## config.mk

```make
export PLATFORM = sky130hd
export DESIGN_NAME = pipe_hazard_ctrl_flat
export DESIGN_NICKNAME = d
export VERILOG_FILES = /design/src/rtl/pipe_hazard_ctrl_pkg.sv /design/src/rtl/pipe_hazard_ctrl_if.sv /design/src/rtl/pipe_hazard_ctrl_load_use_det.sv /design/src/rtl/pipe_hazard_ctrl.sv /design/src/flat_wrapper.sv
export SDC_FILE = /design/constraint.sdc
export NUM_CORES = 1
export LEC_CHECK = 0
export CORE_UTILIZATION = 45
export CTS_CLUSTER_DIAMETER = 200
export DETAILED_ROUTE_END_ITERATION = 16
export PLACE_DENSITY = 0.75
export SYNTH_ARGS = -nofsm -noshare
export SYNTH_HDL_FRONTEND = slang
export SYNTH_HIERARCHICAL = 1
export SYNTH_SLANG_ARGS = --single-unit
```

## constraint.sdc

```tcl
create_clock -name clk -period 2.8 [get_ports clk]
set_input_delay 0.56 -clock clk [delete_from_list [all_inputs] [get_ports clk]]
set_output_delay 0.56 -clock clk [all_outputs]
set_load 0.05 [all_outputs]
```

## src/rtl/pipe_hazard_ctrl_pkg.sv

```systemverilog
// Shared pipeline-control types for the five-stage RISC-V core.
// Holds the hazard FSM state, register-index width and stage controls.
package riscv_pipe_pkg;

  localparam int REG_AW = 5;
  localparam logic [REG_AW-1:0] REG_X0 = '0;

  typedef enum logic [1:0] {
    INIT,
    RUN,
    MC_WAIT
  } hz_state_e;

  typedef struct packed {
    logic pc_en;
    logic ifid_en;
    logic ifid_flush;
    logic idex_en;
    logic idex_flush;
    logic exmem_flush;
  } hz_ctrl_t;

endpackage

```

## src/rtl/pipe_hazard_ctrl_if.sv

```systemverilog
// Hazard-control bundle between the pipeline datapath and the
// hazard unit: hazard sources in, stage enables/flushes out.
interface pipe_hazard_ctrl_if #(
  parameter int DATAWIDTH = 32
);
  import riscv_pipe_pkg::*;

  logic [REG_AW-1:0]    id_rs1;
  logic [REG_AW-1:0]    id_rs2;
  logic                 id_use_rs1;
  logic                 id_use_rs2;
  logic [REG_AW-1:0]    ex_rd;
  logic                 ex_mem_read;
  logic                 ex_redirect;
  logic                 mc_start;
  logic                 mc_done;
  logic                 imem_ready;

  logic                 pc_en;
  logic                 ifid_en;
  logic                 ifid_flush;
  logic                 idex_en;
  logic                 idex_flush;
  logic                 exmem_flush;
  logic                 mc_timeout;
  logic [DATAWIDTH-1:0] stall_cnt;
  logic [DATAWIDTH-1:0] flush_cnt;

  modport master (
    output id_rs1, id_rs2, id_use_rs1, id_use_rs2,
    output ex_rd, ex_mem_read, ex_redirect,
    output mc_start, mc_done, imem_ready,
    input  pc_en, ifid_en, ifid_flush,
    input  idex_en, idex_flush, exmem_flush,
    input  mc_timeout, stall_cnt, flush_cnt
  );

  modport slave (
    input  id_rs1, id_rs2, id_use_rs1, id_use_rs2,
    input  ex_rd, ex_mem_read, ex_redirect,
    input  mc_start, mc_done, imem_ready,
    output pc_en, ifid_en, ifid_flush,
    output idex_en, idex_flush, exmem_flush,
    output mc_timeout, stall_cnt, flush_cnt
  );

endinterface

```

## src/rtl/pipe_hazard_ctrl_load_use_det.sv

```systemverilog
// Load-use detector: the load in EX writes a register that the
// instruction in ID reads; x0 never creates a dependency.
module load_use_det
  import riscv_pipe_pkg::*;
(
  input  logic [REG_AW-1:0] id_rs1,
  input  logic [REG_AW-1:0] id_rs2,
  input  logic              id_use_rs1,
  input  logic              id_use_rs2,
  input  logic [REG_AW-1:0] ex_rd,
  input  logic              ex_mem_read,
  output logic              lu
);

  logic hit1;
  logic hit2;

  assign hit1 = id_use_rs1 && (id_rs1 == ex_rd);
  assign hit2 = id_use_rs2 && (id_rs2 == ex_rd);
  assign lu   = ex_mem_read && (ex_rd != REG_X0) && (hit1 || hit2);

endmodule

```

## src/rtl/pipe_hazard_ctrl.sv

```systemverilog
// Pipeline hazard control: priority mux for PC/IF/ID/EX enables and
// flushes, multi-cycle wait FSM, hang watchdog and stall/flush stats.
module pipe_hazard_ctrl
  import riscv_pipe_pkg::*;
#(
  parameter int DATAWIDTH  = 32,
  parameter int MC_TIMEOUT = 64
) (
  input logic               clk,
  input logic               rst,
  pipe_hazard_ctrl_if.slave bus
);

  localparam int WDW = $clog2(MC_TIMEOUT + 1);
  localparam logic [WDW-1:0] WD_LAST = WDW'(MC_TIMEOUT - 1);

  localparam hz_ctrl_t CTL_DEF   = 6'b110100;
  localparam hz_ctrl_t CTL_INIT  = 6'b011111;
  localparam hz_ctrl_t CTL_REDIR = 6'b111110;
  localparam hz_ctrl_t CTL_MC    = 6'b000001;
  localparam hz_ctrl_t CTL_LU    = 6'b000110;
  localparam hz_ctrl_t CTL_FETCH = 6'b011100;

  hz_state_e            state;
  logic [WDW-1:0]       wd_cnt;
  logic                 to_q;
  logic [DATAWIDTH-1:0] stall_q;
  logic [DATAWIDTH-1:0] flush_q;

  logic     lu;
  logic     redir;
  logic     mc_enter;
  hz_ctrl_t ctl;

  load_use_det u_lu (
    .id_rs1      (bus.id_rs1),
    .id_rs2      (bus.id_rs2),
    .id_use_rs1  (bus.id_use_rs1),
    .id_use_rs2  (bus.id_use_rs2),
    .ex_rd       (bus.ex_rd),
    .ex_mem_read (bus.ex_mem_read),
    .lu          (lu)
  );

  // Reset forces the INIT controls so the pipeline is bubbled
  // even before the state register has been cleared.
  always_comb begin
    ctl      = CTL_DEF;
    redir    = 1'b0;
    mc_enter = 1'b0;
    if (rst || state == INIT) begin
      ctl = CTL_INIT;
    end else if (state == MC_WAIT) begin
      if (!bus.mc_done) ctl = CTL_MC;
    end else if (bus.ex_redirect) begin
      ctl   = CTL_REDIR;
      redir = 1'b1;
    end else if (bus.mc_start && !bus.mc_done) begin
      ctl      = CTL_MC;
      mc_enter = 1'b1;
    end else if (lu) begin
      ctl = CTL_LU;
    end else if (!bus.imem_ready) begin
      ctl = CTL_FETCH;
    end
  end

  always_ff @(posedge clk) begin
    if (rst) begin
      state   <= INIT;
      wd_cnt  <= '0;
      to_q    <= 1'b0;
      stall_q <= '0;
      flush_q <= '0;
    end else begin
      if (!ctl.pc_en) stall_q <= stall_q + DATAWIDTH'(1);
      if (redir)      flush_q <= flush_q + DATAWIDTH'(1);
      unique case (state)
        INIT: state <= RUN;
        RUN: begin
          if (mc_enter) begin
            state  <= MC_WAIT;
            wd_cnt <= '0;
          end
        end
        MC_WAIT: begin
          if (bus.mc_done) begin
            state <= RUN;
          end else if (!to_q) begin
            wd_cnt <= wd_cnt + WDW'(1);
            if (wd_cnt == WD_LAST) to_q <= 1'b1;
          end
        end
        default: state <= INIT;
      endcase
    end
  end

  assign bus.pc_en       = ctl.pc_en;
  assign bus.ifid_en     = ctl.ifid_en;
  assign bus.ifid_flush  = ctl.ifid_flush;
  assign bus.idex_en     = ctl.idex_en;
  assign bus.idex_flush  = ctl.idex_flush;
  assign bus.exmem_flush = ctl.exmem_flush;
  assign bus.mc_timeout  = to_q && !rst;
  assign bus.stall_cnt   = stall_q;
  assign bus.flush_cnt   = flush_q;

endmodule

```

## src/flat_wrapper.sv

```systemverilog
// flat-port wrapper written by rule: the top's interface ports become plain ports
module pipe_hazard_ctrl_flat import riscv_pipe_pkg::*;
#(
  parameter int DATAWIDTH  = 32,
  parameter int MC_TIMEOUT = 64
)
  (clk, rst, bus_id_rs1, bus_id_rs2, bus_id_use_rs1, bus_id_use_rs2, bus_ex_rd, bus_ex_mem_read, bus_ex_redirect, bus_mc_start, bus_mc_done, bus_imem_ready, bus_pc_en, bus_ifid_en, bus_ifid_flush, bus_idex_en, bus_idex_flush, bus_exmem_flush, bus_mc_timeout, bus_stall_cnt, bus_flush_cnt);
  pipe_hazard_ctrl_if #(.DATAWIDTH(DATAWIDTH)) bus_i ();
  input logic clk;
  input logic rst;
  input wire logic [$bits(bus_i.id_rs1)-1:0] bus_id_rs1;
  input wire logic [$bits(bus_i.id_rs2)-1:0] bus_id_rs2;
  input wire logic [$bits(bus_i.id_use_rs1)-1:0] bus_id_use_rs1;
  input wire logic [$bits(bus_i.id_use_rs2)-1:0] bus_id_use_rs2;
  input wire logic [$bits(bus_i.ex_rd)-1:0] bus_ex_rd;
  input wire logic [$bits(bus_i.ex_mem_read)-1:0] bus_ex_mem_read;
  input wire logic [$bits(bus_i.ex_redirect)-1:0] bus_ex_redirect;
  input wire logic [$bits(bus_i.mc_start)-1:0] bus_mc_start;
  input wire logic [$bits(bus_i.mc_done)-1:0] bus_mc_done;
  input wire logic [$bits(bus_i.imem_ready)-1:0] bus_imem_ready;
  output wire logic [$bits(bus_i.pc_en)-1:0] bus_pc_en;
  output wire logic [$bits(bus_i.ifid_en)-1:0] bus_ifid_en;
  output wire logic [$bits(bus_i.ifid_flush)-1:0] bus_ifid_flush;
  output wire logic [$bits(bus_i.idex_en)-1:0] bus_idex_en;
  output wire logic [$bits(bus_i.idex_flush)-1:0] bus_idex_flush;
  output wire logic [$bits(bus_i.exmem_flush)-1:0] bus_exmem_flush;
  output wire logic [$bits(bus_i.mc_timeout)-1:0] bus_mc_timeout;
  output wire logic [$bits(bus_i.stall_cnt)-1:0] bus_stall_cnt;
  output wire logic [$bits(bus_i.flush_cnt)-1:0] bus_flush_cnt;
  assign bus_i.id_rs1 = bus_id_rs1;
  assign bus_i.id_rs2 = bus_id_rs2;
  assign bus_i.id_use_rs1 = bus_id_use_rs1;
  assign bus_i.id_use_rs2 = bus_id_use_rs2;
  assign bus_i.ex_rd = bus_ex_rd;
  assign bus_i.ex_mem_read = bus_ex_mem_read;
  assign bus_i.ex_redirect = bus_ex_redirect;
  assign bus_i.mc_start = bus_mc_start;
  assign bus_i.mc_done = bus_mc_done;
  assign bus_i.imem_ready = bus_imem_ready;
  assign bus_pc_en = bus_i.pc_en;
  assign bus_ifid_en = bus_i.ifid_en;
  assign bus_ifid_flush = bus_i.ifid_flush;
  assign bus_idex_en = bus_i.idex_en;
  assign bus_idex_flush = bus_i.idex_flush;
  assign bus_exmem_flush = bus_i.exmem_flush;
  assign bus_mc_timeout = bus_i.mc_timeout;
  assign bus_stall_cnt = bus_i.stall_cnt;
  assign bus_flush_cnt = bus_i.flush_cnt;
  pipe_hazard_ctrl #(.DATAWIDTH(DATAWIDTH), .MC_TIMEOUT(MC_TIMEOUT)) u_core (.clk(clk), .rst(rst), .bus(bus_i));
endmodule
```

After elaboration in Yosys (flattened, before gate mapping)
Index checks and enable logic that the tools add are counted.
W data, S select, Z words.
{ "totals": {"output_inout_bits": 71, "inputBits": 24, "word_cells": 57, "ff_bits": 74} }
{ "classes": {"bitwise": 1, "addsub": 3, "n_eq_ne": 9, "n_reduce_logical": 16, "muxes": 23} }
{ "ops": {"columns": ["operator", "n"], "rows": [
  ["$add A32 B1 Y32 const B", 2],
  ["$mux W6", 7],
  ["$mux W7", 3],
  ["$pmux W7 S2", 1],
  ["$eq A5 B5 Y1", 2],
  ["$mux W1", 9],
  ["$add A7 B1 Y7 const B", 1],
  ["$eq A7 B6 Y1 const B", 1],
  ["$logic_and A1 B1 Y1", 6],
  ["$ne A2 B2 Y1 const B", 3],
  ["$pmux W2 S3", 1],
  ["$reduce_bool A5 Y1", 1],
  ["$mux W2", 2],
  ["$reduce_and A2 Y1", 2],
  ["$reduce_and A4 Y1", 1],
  ["$eq A2 B1 Y1 const B", 1],
  ["$eq A2 B2 Y1 const B", 1],
  ["$logic_not A1 Y1", 2],
  ["$logic_not A2 Y1", 1],
  ["$logic_or A1 B1 Y1", 2],
  ["$ne A2 B1 Y1 const B", 1],
  ["$reduce_bool A2 Y1", 1],
  ["$not A1 Y1", 1]
]} }

Depth between registers and ports, before layout
Gate-level depths: netlist (run 1).
{ "depth": {"word_depth": 9, "depth_mapped": 10, "depth_no_buf": 9} }

Cells and area by module
Netlist (run 1), hierarchy kept.
{ "by_module_without_submodules": {"columns": ["module", "instances", "area_each_um2", "seq_area_each_um2", "cells_each"], "rows": [
  ["pipe_hazard_ctrl", 1, 3530.9, 1481.4, 423],
  ["load_use_det", 1, 133.9, 0.0, 17]
]} }

Least setup slack after synthesis (run 1)
No wires, ideal clock.
{ "synth_path": {"kind": "input-to-output", "startpoint": "in bus_ex_rd[0]", "endpoint": "out bus_ifid_en", "required_time_ns": 2.240, "t_arrival_ns": 2.525, "setup_slack_ns": -0.285, "cell_stages": 6, "n_path_buf": 0, "path_cell_list": "or4_1 -> o21ai_1 -> a21oi_1 -> inv_1 -> nor3_1 -> o21ai_0"} }
{ "synth_between": {"elab_chain_len": 9, "elab_cells_between_ends": 13, "cone_classes": "2 x eq/ne; 5 x mux; 6 x reduce/logical"} }
{ "synth_lines": {"columns": ["item", "line_no", "source"], "rows": [
  ["start, declared", "flat_wrapper.sv:15", "input wire logic [$bits(bus_i.ex_rd)-1:0] bus_ex_rd;"],
  ["$eq A5 B5 Y1, on equally long branches", "pipe_hazard_ctrl_load_use_det.sv:18, pipe_hazard_ctrl_load_use_det.sv:19", null],
  ["$logic_and A1 B1 Y1, on equally long branches", "pipe_hazard_ctrl_load_use_det.sv:18, pipe_hazard_ctrl_load_use_det.sv:19", null],
  ["$logic_or A1 B1 Y1", "pipe_hazard_ctrl_load_use_det.sv:20", "assign lu = ex_mem_read && (ex_rd != REG_X0) && (hit1 || hit2);"],
  ["$logic_and A1 B1 Y1 (*)", "pipe_hazard_ctrl_load_use_det.sv:20", null],
  ["named net u_core.lu", "pipe_hazard_ctrl.sv:30", "logic lu;"],
  ["$mux W6 (*)", "pipe_hazard_ctrl.sv:61", "end else if (lu) begin"],
  ["$mux W6 (*)", "pipe_hazard_ctrl.sv:58", "end else if (bus.mc_start && !bus.mc_done) begin"],
  ["$mux W6 (*)", "pipe_hazard_ctrl.sv:55", "end else if (bus.ex_redirect) begin"],
  ["$mux W6 (*)", "pipe_hazard_ctrl.sv:53", "end else if (state == MC_WAIT) begin"],
  ["$mux W6 (*)", "pipe_hazard_ctrl.sv:51", "if (rst || state == INIT) begin"],
  ["end, declared", "flat_wrapper.sv:22", "output wire logic [$bits(bus_i.ifid_en)-1:0] bus_ifid_en;"]
]} }
Mark *: on every way through the listed nets, which the timed path passes. The rest lies on a longest branch.

Final worst setup path (run 1)
{ "layout_path": {"startpoint": "in bus_ex_rd[0]", "endpoint": "out bus_ifid_flush"} }
{ "layout_between": {"elab_chain_len": 9, "elab_cells_between_ends": 13, "cone_classes": "2 x eq/ne; 5 x mux; 6 x reduce/logical"} }
{ "layout_lines": {"columns": ["item", "line_no", "source"], "rows": [
  ["$eq A5 B5 Y1, on equally long branches", "pipe_hazard_ctrl_load_use_det.sv:18, pipe_hazard_ctrl_load_use_det.sv:19", null],
  ["$logic_and A1 B1 Y1, on equally long branches", "pipe_hazard_ctrl_load_use_det.sv:18, pipe_hazard_ctrl_load_use_det.sv:19", null],
  ["$logic_or A1 B1 Y1", "pipe_hazard_ctrl_load_use_det.sv:20", null],
  ["$logic_and A1 B1 Y1 (*)", "pipe_hazard_ctrl_load_use_det.sv:20", null],
  ["named net u_core.lu", "pipe_hazard_ctrl.sv:30", null],
  ["$mux W6 (*)", "pipe_hazard_ctrl.sv:61", null],
  ["$mux W6 (*)", "pipe_hazard_ctrl.sv:58", null],
  ["$mux W6 (*)", "pipe_hazard_ctrl.sv:55", null],
  ["$mux W6 (*)", "pipe_hazard_ctrl.sv:53", null],
  ["$mux W6 (*)", "pipe_hazard_ctrl.sv:51", null],
  ["end, declared", "flat_wrapper.sv:23", "output wire logic [$bits(bus_i.ifid_flush)-1:0] bus_ifid_flush;"]
]} }
Marked as above.

==> results of run 1 <==
## worst min path at each step
stage,start,to,slack (ns)
3_3_place_gp,u_core/wd_cnt[6]$_SDFFE_PP0P_,u_core/wd_cnt[6]$_SDFFE_PP0P_,0.46
3_5_place_dp,u_core/wd_cnt[6]$_SDFFE_PP0P_,u_core/wd_cnt[6]$_SDFFE_PP0P_,0.48
2_1_floorplan,u_core/wd_cnt[6]$_SDFFE_PP0P_,u_core/wd_cnt[6]$_SDFFE_PP0P_,0.45
4_1_cts,u_core/wd_cnt[6]$_SDFFE_PP0P_,u_core/wd_cnt[6]$_SDFFE_PP0P_,0.49
5_1_grt,u_core/wd_cnt[6]$_SDFFE_PP0P_,u_core/wd_cnt[6]$_SDFFE_PP0P_,0.53
6_report,u_core/wd_cnt[6]$_SDFFE_PP0P_,u_core/wd_cnt[6]$_SDFFE_PP0P_,0.49
## registers in the layout (all words and copies together), names as in the netlist
signal and count:
u_core/wd_cnt 7, u_core/to_q 1, u_core/bus.flush_cnt 32, u_core/state 2, u_core/bus.stall_cnt 32
## synthesized netlist by cell type, types with 2 or more instances
master / instances / area, um^2
clkbuf_1: 12 / 45.0
xnor2_1: 9 / 78.8
ha_1: 3 / 37.5
and4_1: 3 / 26.3
o2111ai_1: 6 / 52.6
buf_2: 5 / 25.0
nand2_1: 20 / 75.1
nor2_1: 61 / 229
o21ai_0: 22 / 110
o31ai_1: 10 / 75.1
or2_2: 4 / 25.0
nand2b_1: 5 / 31.3
nand3_1: 24 / 120
a31oi_1: 2 / 12.5
o211ai_1: 2 / 15.0
and2_1: 2 / 12.5
nand4_1: 20 / 125
xor2_1: 41 / 359
o21ai_1: 4 / 20.0
or4_1: 12 / 90.1
a21oi_1: 34 / 170
inv_1: 9 / 33.8
or3_1: 14 / 87.6
buf_4: 2 / 15.0
and3_1: 7 / 43.8
nor3_1: 11 / 55.1
dfxtp_1: 74 / 1480
nor4_1: 5 / 31.3
## timing repair
item | in CTS | in global routing
buffers inserted | 2 | 0
setup endpoints to repair | 11 | 14
gates resized for setup | 35 | 14
pin swaps | 14 | 13
hold endpoints to repair | 0 | 0
## cell families (layout without fill, tap and decap cells)
family                   count (synthesis)  count (layout)
AND/OR/NAND/NOR                        197             197
AO/OA/AOI/OAI                           87              87
flip-flops                              74              74
XOR/XNOR                                50              50
buffers and inverters                   29             145
adder cells (fa/ha/maj)                  3               3
## metrics by stage
step | TNS, ns | util [%] | hold slack, ns | std cells | setup slack, ns
finish | 0 | 64.9 | 0.490 | 658 | 0.0963
detailed placement | -8.47 | 62.0 | 0.477 | 640 | -0.440
global placement | -5.72 | 62.0 | 0.464 | 640 | -0.341
CTS | -0.00847 | 65.2 | 0.488 | 658 | -0.00847
floorplan | 0 | - | 0.454 | 440 | 0.0482
global route | 0 | 64.9 | 0.526 | 658 | 0.00635
## metal layers
metal	global-route usage (%)	vias to the layer above
li1	-	1808
met1	28.1	1723
met2	37.9	118
met3	5.72	6
met4	7.81	0
met5	0	-
## power by group
group / leakage, nW / switching [mW] / internal, mW
Sequential: 0.597 / 0.0135 / 1.06
Clock: 0.109 / 0.402 / 0.527
Combinational: 1.07 / 0.115 / 0.0824
## layout make-up
type,instances,area share (%)
multi-input cells,337,41.1
clock inverters,6,1.75
repair buffers,120,22.0
clock buffers,10,2.72
flip-flops and latches,74,29.2
inverters,9,0.667
well taps,102,2.52
## worst reg2reg max path, delay by kind of cell, from the launching register on
family	cells	cell delay, ns
AO/OA/AOI/OAI	3	0.72
buffers and inverters	1	0.18
flip-flops	1	0.57
AND/OR/NAND/NOR	2	0.69
==> summary.md, run 1 <==
| Metric | Value |
|---|---|
| Crit path time final | `2.70 ns` |
| Die H | `between 90 and 100 um` |
| Commonest non-fill, non-tap cells in the layout | `dfxtp_1, clkdlybuf4s50_1, nor2_1` |
| Yosys reg bits | `74` |
| TritonCTS clock tree | `built` |
| Worst-Skew Late Latency | `0.34 ns` |
| Pins Over Slew Limit | `0` |
| Post-Synth XOR/XNOR Area | `11.9%` |
| DR DRC count | `0` |
| Cell Chain, Critical Path | `buf_2, buf_6, or4_4, o21ai_2, a21oi_2, buf_4, nor2_1, a21oi_1, o21ai_2, buf_12` |
| Clock slew at reported path FFs | `0.08 ns` |
| Cts bufs inserted | `9` |
| Worst r2r src | `u_core/state[0]$_SDFFE_PP0P_` |
| Largest net degree at the start of global routing | `31` |
| Most used cell, CP | `o21ai_2` |
| R2R depth | `6` |
| P&R area growth vs syn | `38.2%` |
| Grt ovf | `0` |
| Initial Util | `46.9%` |
| Final hold viol count | `0` |
| Unrepaired setup endpoints after global routing | `false` |
| First-pass GRT wire length | `about 16,000 um` |
| Full die area | `8510 um^2` |
| First DRT Iteration DRCs | `182` |
| CP max-delay cell | `or4_4` |
| Synth cell types | `45` |
| Sequential share of the synthesized area | `40.4%` |
| DIE WIDTH | `between 90 and 100 um` |
| Worst path depth | `10` |
| Met1 Wirelength | `about 4100 um` |
| Simple-Gate Fraction of Synth Area | `28.8%` |
| Drt total wl | `approximately 9200 um` |
| Top_reg_cell synth | `dfxtp_1` |
| Post-DP HPWL | `6740 um` |
| Yosys warning total | `6` |
| Post-Syn Instances | `440` |
| Fill cell count | `675` |
| Wire length on met3 | `~570 um` |
| Register area | `1480 um^2` |
| IO Port Bufs | `between 90 and 100` |
| Final Power | `2.20 mW` |
| Worst Setup SP | `bus_ex_rd[0]` |
| Crit path to | `bus_ifid_flush` |
| Crit-path max FO | `2` |
| Highest Signal Layer | `met4` |
| Antenna violations before repair | `0` |
| Syn Nets | `approximately 470` |
| FMAX | `370 MHz` |
| # Max-Cap Violations | `0` |
| Vias in the first global route | `approximately 3,400` |
| Fraction of synthesized area in multiplexers | `0%` |
| Compound-Gate Fraction of Synth Area | `about 14%` |
| Placer Congestion | `0.855` |
| EDFF count, synth | `0` |
| Antenna-violating nets left | `0` |
| Setup Skew | `between 0.008 and 0.009 ns` |
| Core footprint | `7810 um^2` |
| Crit-path max cell delay | `0.52 ns` |
| Initial DRT Pass Iterations | `5` |
| Status | `finished clean` |
| Clk buf depth | `2` |
| Worst R2R Setup Slack | `between 0.5 and 0.6 ns` |
| Normalized max-slew margin | `59.7%` |
| Average size of a mapped cell | `8.33 um^2` |
| Number of diodes | `0` |
| Worst vdd rail ir drop | `0.000199 V` |
| Ports | `95` |
| GRT Total Usage | `22.6%` |
| Row count | `32` |
| Final setup fails | `0` |
| CP Launch Type | `primary input` |
| Routed met2 length | `4520 um` |
| WL per Instance | `approximately 14 um` |
| Reg2reg end | `u_core/bus.stall_cnt[27]$_SDFFE_PP0N_` |
| CTS Root Cell | `clkbuf_8` |
| Adder-cell share of the synthesized area | `1.02%` |
| Crit path capture type | `primary output` |
| Lkg Pwr | `around 1.8 nW` |
| Main combinational cell family by area after synthesis | `simple AND/OR/NAND/NOR gates` |
| Fin crit share | `96.6%` |
| Crit path kind | `primary input to primary output` |
| Share of cells above drive strength 1 | `roughly 14%` |
| Pwr/cell area | `434 nW/um^2` |
| Worst path arrival time | `2.14 ns` |
| Async set-reset flop share out of synthesis | `0%` |
| NumNets Final | `578` |
| CTS hold repair buffers | `0` |
| CTS H-tree depth | `3` |
| Design area | `5070 um^2` |
| Synth Cell Area | `~3700 um^2` |
| Vias per std cell | `5.55` |
| Worst-Margin Slew | `0.602 ns` |
| Cell family with most CP delay | `simple AND/OR/NAND/NOR gates` |
| Worst hold path class | `flip-flop to flip-flop` |
| Vias post-DR | `3,655` |
| Buf/Inv on CP | `4` |
| Dpl cell area | `4840 um^2` |
| Multi-input logic area | `2080 um^2` |
| Clk sinks | `74` |
| Hold path depth | `2` |
| CP required | `2.24 ns` |
| Commonest non-fill, non-tap cell in the layout | `dfxtp_1` |
(Power assumes the default switching activity.)
==> run 2: changes to the inputs <==
Settings changed: SETUP_SLACK_MARGIN set to 0.5.
==> run 2 against run 1 <==
Clock skew increased by 0.0017 ns. Die area stayed put. Fmax increased by 2.1%. Combinational power up 18%. Final area rose by 7.3%. Sequential power is essentially flat. Hold slack gained 0.0012 ns. Worst setup slack improved by 0.055 ns. Register-to-register slack worse by 0.18 ns. Routed wire length up 5.1%.
==> summary.md, run 2 (same netlist as run 1, synthesis figures left out) <==
| Metric | Value |
|---|---|
| CP Launch Type | `primary input` |
| Clock slew at reported path FFs | `0.08 ns` |
| IO Port Bufs | `94` |
| Crit path to | `bus_pc_en` |
| Reg2reg end | `u_core/bus.stall_cnt[24]$_SDFFE_PP0N_` |
| Worst hold slack | `0.491 ns` |
| Pwr/cell area | `between 400 and 500 nW/um^2` |
| Multi-input logic area | `2290 um^2` |
| Register area | `between 1000 and 1500 um^2` |
| Status | `finished clean` |
| Fill cell count | `619` |
| Initial Util | `46.9%` |
| Cts bufs inserted | `9` |
| Crit path kind | `primary input to primary output` |
| First-pass GRT wire length | `15,300 um` |
| R2R depth | `5` |
| Crit path time final | `2.65 ns` |
| Worst-Margin Slew | `0.884 ns` |
| Worst vdd rail ir drop | `between 0.0003 and 0.0004 V` |
| Normalized max-slew margin | `40.5%` |
| P&R area growth vs syn | `48.3%` |
| Worst hold path class | `flip-flop to flip-flop` |
| # Max-Cap Violations | `0` |
| Final setup fails | `0` |
| Vias in the first global route | `3,331` |
| CP required | `2.24 ns` |
| Full die area | `about 8500 um^2` |
| Lkg Pwr | `1.88 nW` |
| Grt ovf | `0` |
| Final hold viol count | `0` |
| Final Power | `between 2 and 2.5 mW` |
| Unrepaired setup endpoints after global routing | `true` |
| Antenna-violating nets left | `0` |
| DIE WIDTH | `92.2 um` |
| Clk sinks | `74` |
| WL per Instance | `14.5 um` |
| Worst R2R Setup Slack | `around 0.40 ns` |
| Crit-path max FO | `3` |
| Commonest non-fill, non-tap cell in the layout | `dfxtp_1` |
| Number of diodes | `0` |
| Worst Setup SP | `bus_ex_rd[1]` |
| CTS Root Cell | `clkbuf_8` |
| Placer Congestion | `0.781` |
| Row count | `32` |
| Post-DP HPWL | `6400 um` |
| Antenna violations before repair | `0` |
| CTS H-tree depth | `3` |
| Pins Over Slew Limit | `0` |
| Clk buf depth | `2` |
| GRT Total Usage | `22.2%` |
| First DRT Iteration DRCs | `152` |
| Worst r2r src | `u_core/bus.stall_cnt[7]$_SDFFE_PP0N_` |
| Initial DRT Pass Iterations | `4` |
| Vias post-DR | `3,706` |
| Ports | `95` |
| Crit path capture type | `primary output` |
| CTS hold repair buffers | `0` |
| Share of cells above drive strength 1 | `21.5%` |
| Commonest non-fill, non-tap cells in the layout | `dfxtp_1, clkdlybuf4s50_1, nor2_1` |
| Largest net degree at the start of global routing | `71` |
| Worst-Skew Late Latency | `around 0.34 ns` |
| Drt total wl | `9710 um` |
| Core footprint | `7810 um^2` |
| Fin crit share | `94.6%` |
| DR DRC count | `0` |
| Vias per std cell | `~5.5` |
| Die H | `slightly above 90 um` |
| TritonCTS clock tree | `built` |
| Setup Skew | `0.0104 ns` |
| NumNets Final | `about 590` |
| Worst path arrival time | `2.09 ns` |
| FMAX | `around 380 MHz` |
==> run 2: cell types whose count changed in the layout (fill, tap and decap cells not counted), sizes merged, moves of 2 or more <==
cell | before | now
clkbuf | 16 | 13
dlygate4sd2 | 1 | 4
clkinvlp | 2 | 0
buf | 38 | 56
clkdlybuf4s50 | 72 | 69
==> run 2: layout make-up <==
| type | instances | area share (%) |
|---|---|---|
| well taps | 102 | 2.35 |
| flip-flops and latches | 74 | 27.3 |
| multi-input cells | 337 | 42.1 |
| inverters | 9 | 0.622 |
| repair buffers | 131 | 23.2 |
| clock inverters | 4 | 1.82 |
| clock buffers | 12 | 2.67 |
==> run 2: through the flow <==
step	instances	TNS, ns	setup slack [ns]	utilization [%]	cell area (um^2)
finish	669	0	0.151	69.6	5440
floorplan	440	0	0.274	-	3710
global route	669	0	0.0486	69.6	5440
global placement	639	-6.09	-0.305	62.2	4860
CTS	663	0	0.144	66.4	5190
detailed placement	639	-8.26	-0.401	62.2	4860
==> run 2: worst max-delay path, cell delays in order <==
cell and delay [ns]:
buf_6 0.10, xor2_1 0.14, nor4_1 0.27, nand3_1 0.13, a21oi_2 0.19, inv_2 0.07, a311oi_4 0.30, buf_6 0.16
nor2_4 0.04, buf_8 0.14
==> run 2: power breakdown <==
| part | leakage [nW] | internal, mW | switching, mW | total [mW] |
|---|---|---|---|---|
| clock | 0.121 | 0.619 | 0.388 | 1.01 |
| sequential | 0.597 | 1.06 | 0.0127 | 1.07 |
| combinational | 1.16 | 0.103 | 0.129 | 0.232 |
| total | 1.88 | 1.78 | 0.529 | 2.31 |
==> run 2: worst min path at each step <==
| stage | cells past startpoint | to | startpoint |
|---|---|---|---|
| after floorplan | 2 | u_core/wd_cnt[6]$_SDFFE_PP0P_ | u_core/wd_cnt[6]$_SDFFE_PP0P_ |
| after global routing | 2 | u_core/wd_cnt[6]$_SDFFE_PP0P_ | u_core/wd_cnt[6]$_SDFFE_PP0P_ |
| final | 2 | u_core/bus.flush_cnt[31]$_SDFFE_PP0P_ | u_core/bus.flush_cnt[31]$_SDFFE_PP0P_ |
| after global placement | 2 | u_core/wd_cnt[6]$_SDFFE_PP0P_ | u_core/wd_cnt[6]$_SDFFE_PP0P_ |
| after detailed placement | 2 | u_core/wd_cnt[6]$_SDFFE_PP0P_ | u_core/wd_cnt[6]$_SDFFE_PP0P_ |
| after CTS | 2 | u_core/wd_cnt[6]$_SDFFE_PP0P_ | u_core/wd_cnt[6]$_SDFFE_PP0P_ |
==> run 2: layer usage <==
metal / track usage, % / wire, um
met1: 27.5 / 3950
met2: 36.9 / 5000
met3: 4.98 / 510
met4: 9.77 / 240
met5: 0 / 0
==> run 2: what timing repair did <==
| action | in CTS | in global routing |
|---|---|---|
| endpoints found under the setup margin | 38 | 36 |
| gates resized for setup | 69 | 57 |
| pin swaps | 26 | 23 |
| hold endpoints to repair | 0 | 0 |
| setup buffers | 8 | 5 |
| cloned | 0 | 1 |
==> run 3: changes to the inputs <==
Settings changed: SKIP_LAST_GASP set to 1.
==> results of run 3 <==
Final layout, timing and power as in run 2 (identical DEF).
